File: config.mk
export PLATFORM = sky130hd
export DESIGN_NAME = note_play_scheduler
export DESIGN_NICKNAME = d
export VERILOG_FILES = /design/src/rtl/note_play_scheduler.sv
export SDC_FILE = /design/constraint.sdc
export NUM_CORES = 1
export LEC_CHECK = 0
export ABC_AREA = 1
export CAP_MARGIN = 10
export CORE_UTILIZATION = 51
export CTS_BUF_LIST = sky130_fd_sc_hd__clkbuf_4 sky130_fd_sc_hd__clkbuf_8 sky130_fd_sc_hd__clkbuf_16
export CTS_CLUSTER_DIAMETER = 50
export DETAILED_ROUTE_END_ITERATION = 16
export GPL_ROUTABILITY_DRIVEN = 0
export PLACE_DENSITY = 0.8
export SYNTH_ARGS = -nofsm -noshare
export SYNTH_HDL_FRONTEND = slang
export SYNTH_SLANG_ARGS = --single-unit
File: constraint.sdc
create_clock -name iClk -period 2.22 [get_ports iClk]
set_input_delay 0.444 -clock iClk [delete_from_list [all_inputs] [get_ports iClk]]
set_output_delay 0.444 -clock iClk [all_outputs]
set_load 0.02 [all_outputs]
File: src/rtl/note_play_scheduler.sv
// note_play_scheduler
// Turns decoded PS/2 key codes into a click-free square-wave tone. It fetches the
// note half-period from an external note ROM, runs the tone counter, and only
// switches or stops a note at the end of a full period.
// Optional feature: define AUTO_RELEASE_EN to release a note after MAX_PERIODS
// full periods. Without it a note sounds until a stop code or another note.

module note_play_scheduler #(
    parameter int unsigned NOTE_MAX    = 21,
    parameter int unsigned STOP_CODE   = 99,
    parameter int unsigned HP_W        = 13,
    parameter int unsigned ROM_LAT     = 1,
    parameter int unsigned MAX_PERIODS = 255
) (
    input  logic            iClk,
    input  logic            iReset,
    input  logic            iKeyValid,
    input  logic [7:0]      iPs2_Data,
    output logic [7:0]      oNoteAddr,
    input  logic [HP_W-1:0] iHalfPeriod,
    output logic            oRing,
    output logic            oCountEnable,
    output logic [7:0]      oNote
);

    localparam int unsigned FETCH_W = (ROM_LAT > 1) ? $clog2(ROM_LAT) : 1;

    typedef enum logic [1:0] {
        ST_IDLE,
        ST_FETCH,
        ST_PLAY,
        ST_DRAIN
    } state_t;

    state_t            state_q, state_d;
    logic [7:0]        note_addr_q, note_addr_d;
    logic [7:0]        note_q, note_d;
    logic              ring_q, ring_d;
    logic              count_en_q, count_en_d;
    logic [HP_W-1:0]   hp_q, hp_d;
    logic [HP_W-1:0]   cnt_q, cnt_d;
    logic [FETCH_W-1:0] fetch_cnt_q, fetch_cnt_d;
    logic              pend_valid_q, pend_valid_d;
    logic [7:0]        pend_code_q, pend_code_d;
`ifdef AUTO_RELEASE_EN
    logic [7:0]        periods_q, periods_d;
`endif

    logic       key_note;
    logic       key_stop;
    logic       half_last;
    logic       period_end;
    logic       fetch_done;
    logic       take_note;
    logic       accept_note;
    logic       go_fetch;
    logic       go_idle;
    logic [7:0] fetch_code;

    // Decode the key strobe and the tone counter boundaries
    always_comb begin
        key_note   = iKeyValid && (iPs2_Data != 8'd0) && (iPs2_Data <= 8'(NOTE_MAX));
        key_stop   = iKeyValid && (iPs2_Data == 8'(STOP_CODE));
        half_last  = (cnt_q == (hp_q - HP_W'(1)));
        period_end = !ring_q && half_last;
        fetch_done = (fetch_cnt_q == FETCH_W'(ROM_LAT - 1));
        take_note  = key_note && ((iPs2_Data != note_q) || pend_valid_q);
    end

    // Next-state logic: sequencing, tone generation and pending-note handling
    always_comb begin
        state_d      = state_q;
        note_addr_d  = note_addr_q;
        note_d       = note_q;
        ring_d       = ring_q;
        count_en_d   = count_en_q;
        hp_d         = hp_q;
        cnt_d        = cnt_q;
        fetch_cnt_d  = fetch_cnt_q;
        pend_valid_d = pend_valid_q;
        pend_code_d  = pend_code_q;
`ifdef AUTO_RELEASE_EN
        periods_d    = periods_q;
`endif
        go_fetch     = 1'b0;
        go_idle      = 1'b0;
        fetch_code   = pend_code_q;
        accept_note  = 1'b0;

        case (state_q)
            ST_IDLE: begin
                if (key_note) begin
                    go_fetch   = 1'b1;
                    fetch_code = iPs2_Data;
                end
            end

            ST_FETCH: begin
                if (key_stop) begin
                    state_d = ST_IDLE;
                end else if (key_note) begin
                    go_fetch   = 1'b1;
                    fetch_code = iPs2_Data;
                end else if (fetch_done) begin
                    if (iHalfPeriod < HP_W'(2)) begin
                        state_d = ST_IDLE;
                    end else begin
                        state_d      = ST_PLAY;
                        hp_d         = iHalfPeriod;
                        cnt_d        = '0;
                        ring_d       = 1'b1;
                        count_en_d   = 1'b1;
                        note_d       = note_addr_q;
                        pend_valid_d = 1'b0;
`ifdef AUTO_RELEASE_EN
                        periods_d    = '0;
`endif
                    end
                end else begin
                    fetch_cnt_d = fetch_cnt_q + FETCH_W'(1);
                end
            end

            ST_PLAY, ST_DRAIN: begin
                if (half_last) begin
                    cnt_d  = '0;
                    ring_d = !ring_q;
                end else begin
                    cnt_d = cnt_q + HP_W'(1);
                end

                accept_note = (state_q == ST_DRAIN) ? key_note : take_note;

                if (key_stop) begin
                    pend_valid_d = 1'b0;
                    state_d      = ST_DRAIN;
                end else if (accept_note) begin
                    pend_valid_d = 1'b1;
                    pend_code_d  = iPs2_Data;
                end

                if (period_end) begin
                    if (key_stop) begin
                        go_idle = 1'b1;
                    end else if (accept_note) begin
                        go_fetch   = 1'b1;
                        fetch_code = iPs2_Data;
                    end else if (pend_valid_q) begin
                        go_fetch = 1'b1;
                    end else if (state_q == ST_DRAIN) begin
                        go_idle = 1'b1;
`ifdef AUTO_RELEASE_EN
                    end else if (({1'b0, periods_q} + 9'd1) >= 9'(MAX_PERIODS)) begin
                        go_idle = 1'b1;
`endif
                    end
                end

`ifdef AUTO_RELEASE_EN
                if (period_end && !go_idle && !go_fetch && (periods_q != 8'hFF)) begin
                    periods_d = periods_q + 8'd1;
                end
                if ((state_q == ST_PLAY) && key_note && (iPs2_Data == note_q) && !pend_valid_q) begin
                    periods_d = '0;
                end
`endif
            end

            default: begin
                state_d = ST_IDLE;
            end
        endcase

        if (go_fetch) begin
            state_d      = ST_FETCH;
            note_addr_d  = fetch_code;
            fetch_cnt_d  = '0;
            ring_d       = 1'b0;
            count_en_d   = 1'b0;
            note_d       = 8'd0;
            cnt_d        = '0;
            pend_valid_d = 1'b0;
        end

        if (go_idle) begin
            state_d      = ST_IDLE;
            ring_d       = 1'b0;
            count_en_d   = 1'b0;
            note_d       = 8'd0;
            cnt_d        = '0;
            pend_valid_d = 1'b0;
        end
    end

    // State and datapath registers; reset silences immediately
    always_ff @(posedge iClk) begin
        if (iReset) begin
            state_q      <= ST_IDLE;
            note_addr_q  <= 8'd0;
            note_q       <= 8'd0;
            ring_q       <= 1'b0;
            count_en_q   <= 1'b0;
            hp_q         <= '0;
            cnt_q        <= '0;
            fetch_cnt_q  <= '0;
            pend_valid_q <= 1'b0;
            pend_code_q  <= 8'd0;
`ifdef AUTO_RELEASE_EN
            periods_q    <= 8'd0;
`endif
        end else begin
            state_q      <= state_d;
            note_addr_q  <= note_addr_d;
            note_q       <= note_d;
            ring_q       <= ring_d;
            count_en_q   <= count_en_d;
            hp_q         <= hp_d;
            cnt_q        <= cnt_d;
            fetch_cnt_q  <= fetch_cnt_d;
            pend_valid_q <= pend_valid_d;
            pend_code_q  <= pend_code_d;
`ifdef AUTO_RELEASE_EN
            periods_q    <= periods_d;
`endif
        end
    end

    assign oNoteAddr    = note_addr_q;
    assign oRing        = ring_q;
    assign oCountEnable = count_en_q;
    assign oNote        = note_q;

endmodule
# Word-level counts from Yosys, hierarchy flattened
# Index checks and enable logic that the tools add are counted.
dict set report op_classes {
  add_sub_neg 3
  order_cmp 2
  n_eq_ne 18
  muxes 47
  bitwise 4
  n_reduce_logical 22
}
# cell count
set op_table {}
lappend op_table {{13-bit two-way mux} 5}
lappend op_table {{8-bit two-way mux} 5}
lappend op_table {{1-bit two-way mux} 26}
lappend op_table {{13-bit one-hot mux with 2 select lines} 1}
lappend op_table {{8-bit one-hot mux with 3 select lines} 1}
lappend op_table {{13-bit by 1-bit adder with 13-bit output, second input constant} 1}
lappend op_table {{13-bit == test} 1}
lappend op_table {{13-bit by 2-bit less-than comparator with 1-bit output, second input constant} 1}
lappend op_table {{13-bit by 1-bit subtractor with 13-bit output, second input constant} 1}
lappend op_table {{2-bit != test, second input constant} 6}
lappend op_table {{3-bit != test, second input constant} 4}
lappend op_table {{6-bit AND reduction} 2}
lappend op_table {{2-bit two-way mux} 5}
lappend op_table {{5-bit AND reduction} 2}
lappend op_table {{8-bit by 7-bit == test with 1-bit output, second input constant} 1}
lappend op_table {{8-bit by 5-bit less-or-equal comparator with 1-bit output, second input constant} 1}
lappend op_table {{4-bit != test, second input constant} 2}
lappend op_table {{8-bit != test} 1}
lappend op_table {{4-bit AND reduction} 2}
lappend op_table {{8-bit nonzero test} 1}
lappend op_table {{2-bit OR reduction} 3}
lappend op_table {{1-bit logical AND} 5}
lappend op_table {{2-bit == test, second input constant} 2}
lappend op_table {{1-bit inverter} 4}
lappend op_table {{other kinds (12)} 13}
dict set report word_totals {
  reg_bits 56
  in_bits 24
  output_inout_bits 18
  wordCells 107
}

# Longest topological paths before layout
# Gate-level depths: netlist of run 1.
dict set report logic_depth {
  depth_word 11
  depth_mapped 19
  depth_no_buf 18
}

# Worst setup path after synthesis of run 1
# OpenSTA, ideal clock, no wires.
dict set report synth_timing {
  kind {flip-flop to flip-flop}
  startpoint {reg hp_q[0]}
  endpoint {reg state_q[1]}
  setup_time_ns 0.118
  t_arrival_ns 1.937
  t_required_ns 2.102
  slack_ns 0.165
  stages_incl_launch_ff 19
  path_buffers 1
  synth_period_minus_slack_ns 2.055
  path_cell_list {dfxtp_1 inv_2 ha_1 inv_1 nand2_1 nand2_1 nor2_1 nand2_1 nor2_1 nand2_1 nor2_1 nand2_1 nor2_2 nand3_2 nand2_4 nand2_4 nand2_2 buf_6 nor2_1}
}
dict set report synth_between {
  elab_chain_cells 6
  word_cells_on_any_way 8
  cone_classes {add/sub (1); eq/ne (1); mux (4); reduce/logical (2)}
}
# element line_no
set synth_lines {}
lappend synth_lines {{from (decl)} 40} ;# logic [HP_W-1:0] hp_q, hp_d;
lappend synth_lines {{from (signal assigned)} 217} ;# hp_q <= hp_d;
lappend synth_lines {{13-bit by 1-bit subtractor with 13-bit output *} 64} ;# half_last = (cnt_q == (hp_q - HP_W'(1)));
lappend synth_lines {{13-bit == test *} 64}
lappend synth_lines {{1-bit logical AND *} 65} ;# period_end = !ring_q && half_last;
lappend synth_lines {{1-bit two-way mux} 142} ;# if (period_end) begin
lappend synth_lines {{1-bit one-hot mux with 3 select lines or 1-bit two-way mux (tied branches)} 90} ;# case (state_q)
lappend synth_lines {{3-bit OR reduction (no source line) *} --}
lappend synth_lines {{to (signal assigned)} 212} ;# state_q <= state_d;
lappend synth_lines {{to (decl)} 35} ;# state_t state_q, state_d;
# Mark *: on every way between the ends. The rest lies on a longest branch, timed or not.
# A chain may end at the register's enable or synchronous reset.

# Final worst setup path of run 1
dict set report layout_timing {
  startpoint {reg hp_q[1]}
  endpoint {reg note_addr_q[5] (netlist: oNoteAddr[5])}
}
dict set report layout_between {
  elab_chain_cells 5
  word_cells_on_any_way 7
  cone_classes {add/sub (1); eq/ne (1); mux (4); reduce/logical (1)}
}
# element line_no
set layout_lines {}
lappend layout_lines {{13-bit by 1-bit subtractor with 13-bit output *} 64}
lappend layout_lines {{13-bit == test *} 64}
lappend layout_lines {{1-bit logical AND *} 65}
lappend layout_lines {{8-bit two-way mux or 1-bit two-way mux (tied branches)} 142}
lappend layout_lines {{8-bit one-hot mux with 3 select lines or 1-bit one-hot mux with 3 select lines (tied branches)} 90}
lappend layout_lines {{to (signal assigned)} 213} ;# note_addr_q <= note_addr_d;
lappend layout_lines {{to (decl)} 36} ;# logic [7:0] note_addr_q, note_addr_d;
# Marks and branches as above.

==> results of run 1 <==
[logic make-up after synthesis]
kind of cell	share of synthesized area, %
AND/OR/NAND/NOR	38.8
buffers and inverters	10.7
AO/OA/AOI/OAI	11.3
flip-flops	32.5
XOR/XNOR	5.95
adder cells (fa/ha/maj)	0.738
[tightest hold or removal path, stage by stage, from the launching register on]
cell and delay [ps]:
dfxtp_1 320, nand2_1 60, nor2_1 30
[layout make-up]
class                           count  area [um^2]
Tap cell                           77         96.3
Clock inverter                      2         35.0
Inverter                           79          297
Fill cell                         506         1810
Clock buffer                        6         82.6
Timing Repair Buffer               99          891
Sequential cell                    55         1100
Multi-Input combinational cell    404         2080
[stage by stage]
step / setup slack [ps] / area, um^2 / instances / utilization [%] / hold WS [ps]
2_1_floorplan: 165 / 3390 / 551 / - / 419
3_3_place_gp: -325 / 4220 / 705 / 66.1 / 435
3_5_place_dp: -359 / 4220 / 705 / 66.1 / 438
4_1_cts: -9.20 / 4450 / 720 / 69.7 / 443
5_1_grt: -272 / 4580 / 722 / 71.7 / 459
6_report: -115 / 4580 / 722 / 71.7 / 444
[routing by layer]
| layer | vias up | wire [um] | global-route usage (%) |
|---|---|---|---|
| met1 | 1792 | 4170 | 33.6 |
| met3 | 34 | 508 | 4.15 |
| li1 | 1921 | - | - |
| met5 | - | 0 | 0 |
| met2 | 141 | 5160 | 54.7 |
| met4 | 0 | 307 | 12.5 |
[repair_timing]
action,4_1_cts,5_1_grt
setup endpoints to repair,33,52
setup buffers,7,2
pin swaps,12,29
resized for setup,17,35
[sequential cells by signal (all words and copies together) (netlist names)]
| signal | count |
|---|---|
| oRing | 1 |
| oNote | 8 |
| hp_q | 13 |
| cnt_q | 13 |
| oCountEnable | 1 |
| pend_valid_q | 1 |
| pend_code_q | 8 |
| state_q | 2 |
| oNoteAddr | 8 |
[synthesized netlist by cell type (2+ instances only)]
cell / instances
nand2_2: 6
o21ai_0: 29
clkbuf_1: 9
buf_2: 2
xnor2_1: 4
nand3_1: 42
xor2_1: 19
or2_2: 2
nand4_1: 5
o221ai_1: 3
o22ai_1: 2
nor4_1: 5
clkinv_1: 2
nand3b_1: 3
nand3_2: 2
dfxtp_1: 55
nand2_1: 147
nor2_2: 7
nor2_1: 76
nor3_1: 8
ha_1: 2
nand2_4: 2
a21oi_1: 38
buf_6: 2
inv_1: 76
[power groups by stage]
stage	Combinational, mW	Sequential, mW	Clock [mW]
floorplan	1.10	1.26	0
global placement	1.68	1.21	0
detailed placement	1.74	1.22	0
CTS	1.84	1.20	0.705
global route	2.21	1.22	0.754
finish	2.01	1.21	0.697
[worst paths after layout]
check                        end
setup / recovery    oNoteAddr[5]
hold / removal    pend_code_q[6]
setup reg to reg    oNoteAddr[5]
hold reg to reg   pend_code_q[6]
[cells in the final DEF (no fill, tap or decap)]
cell,Yosys,routed
nand2_1,147,139
inv_1,76,72
nor2_1,76,64
dfxtp_1,55,53
buf_4,0,52
clkdlybuf4s50_1,0,39
nand3_1,42,38
a21oi_1,38,36
o21ai_0,29,28
xor2_1,19,19
nand2_2,6,12
nor2_2,7,12
nor3_1,8,8
nor2_4,0,7
nand3_2,2,6
clkbuf_8,0,6
inv_2,1,5
nand4_1,5,5
nor4_1,5,5
xnor2_1,4,4
buf_6,2,4
nand2_4,2,3
nand3b_1,3,3
o221ai_1,3,3
clkinv_1,2,2
or2_2,2,2
o22ai_1,2,2
a21oi_2,1,2
dfxtp_2,0,2
dlymetal6s2s_1,0,2
buf_12,0,2
a21oi_4,0,1
o21ai_1,0,1
nand2_8,0,1
and3_1,1,1
ha_4,0,1
ha_1,2,1
bufinv_16,0,1
clkinv_2,0,1
==> run metrics, run 1 <==
status=finished, violations left; failing checks=negative setup slack; mapped cell area=3390 um^2; CP Launch Type=flop; number of buffers created by CTS=5; Worst R2R Start=hp_q[1]; IO Pins=42; setup TNS=-2420 ps; diode count=0; Pins Over Slew Limit=0; slew margin rel.=72.1%; Die ar.=6970 um^2; Yosys warning count=0; Die X-Extent=83.5 um; Crit Path Category=flop to flop; Seq cells post-synth=55; CP dominant cell by count=nand2_1; gr usage total=29.5%; final wirelength=a little over 10,000 um; Reg power frac=30.8%; Hold Buf Count CTS=0; Sink Count=55; static leakage=2.11 nW; ys flop type=dfxtp_1; slowest stage delay, CP=360 ps; largest net degree at the start of global routing=18; DP HPWL=7420 um; Worst EP required=2460 ps; DRC violations left=0; worst r2r path cells=19; cell taking the most area after synthesis=dfxtp_1; Synth area leaders=dfxtp_1 (32%), nand2_1 (16%), inv_1 (8.4%), nor2_1 (8.4%), nand3_1 (6.2%); Layout Nets=670; Syn Inst Count=551; Async SR Flop Fraction=0%; Sw Pwr=approximately 1.7 mW; Max Buffers Root-to-Sink=2; Buf/Inv on CP=3; drt via density=5.39; cell internal pwr=roughly 2.3 mW; via count=3,888; Hold Path Stages=2; CTS H-Tree Depth=2; Tmin final=2340 ps; Critical Path Stages=19; fin crit share=105%; Pwr Density=approximately 850 nW/um^2; crit-path cells=inv_2 -> ha_4 -> inv_2 -> nand2_1 -> nand2_1 -> nor2_2 -> nand2_1 -> nor2_2 -> nand2_1 -> nor2_1 -> nand2_1 -> nor2_4 -> nand3_2 -> nand2_4 -> nand2_8 -> buf_6 -> nand2_2 -> nand2_1 -> nor2_1; hold crit path type=flop to flop; Critical Path Source=hp_q[1]; setup slack, reg-to-reg=-120 ps; Max Clk Rate=428 MHz; clk_skew=13.5 ps; die height=83.5 um; logic gate share of total power=between 50% and 60%; vias in the first global route=3,859; CTS tree=done; clk_lat worst skew=310 ps; Clock power frac=17.8%; CP arrival=2580 ps; Core Footprint=6390 um^2; syn_area_per_cell=6.15 um^2; Initial Utilization=53.1%; syn nets=between 500 and 600; Worst Tran Pin Value=414 ps; final setup violation count=33; Worst Setup Slack, final=-115 ps; RSZ-0062 raised after global routing=yes; post-route ant nets=0; Layout area overhead=35.2%; top cell type's share of synthesized area=between 30% and 40%; Fin. Hold Viols=0; library cells used by synthesis=28; Wirelength per Cell=14.0 um; DRT iter0 DRCs=296; total gr overflow=0; Row Count=29; IO Port Bufs=41; # Max-Cap Violations=0; Pwr Total=3.91 mW; hold_sp=pend_code_q[6]; ratio of cells with drive above 1 in the final layout=around a fifth; register area share after synthesis=32.5%; DRT Pass-1 Iters=5; initial antenna violation count=0; Max Fanout on Critical Path=6; family with the most delay on the worst path=simple AND/OR/NAND/NOR gates; VDD IR max=0.757 mV; Sw Ratio=42.3%; clk root buf=clkbuf_8; first-pass GRT wire length=16,800 um; Post-synth EDFFs=0; Clock transition at path regs=about 100 ps; Worst Setup End Kind=flop; CP max-delay cell=dfxtp_2
Note: power is estimated with default switching activity, not from simulation.
==> run 2, diff against run 1 <==
--- a/config.mk
+++ b/config.mk
@@ -6,7 +6,6 @@
 export NUM_CORES = 1
 export LEC_CHECK = 0
 export ABC_AREA = 1
-export CAP_MARGIN = 10
 export CORE_UTILIZATION = 51
 export CTS_BUF_LIST = sky130_fd_sc_hd__clkbuf_4 sky130_fd_sc_hd__clkbuf_8 sky130_fd_sc_hd__clkbuf_16
 export CTS_CLUSTER_DIAMETER = 50
==> results of run 2 <==
No change in the layout: final DEF, timing and power equal those of run 1.
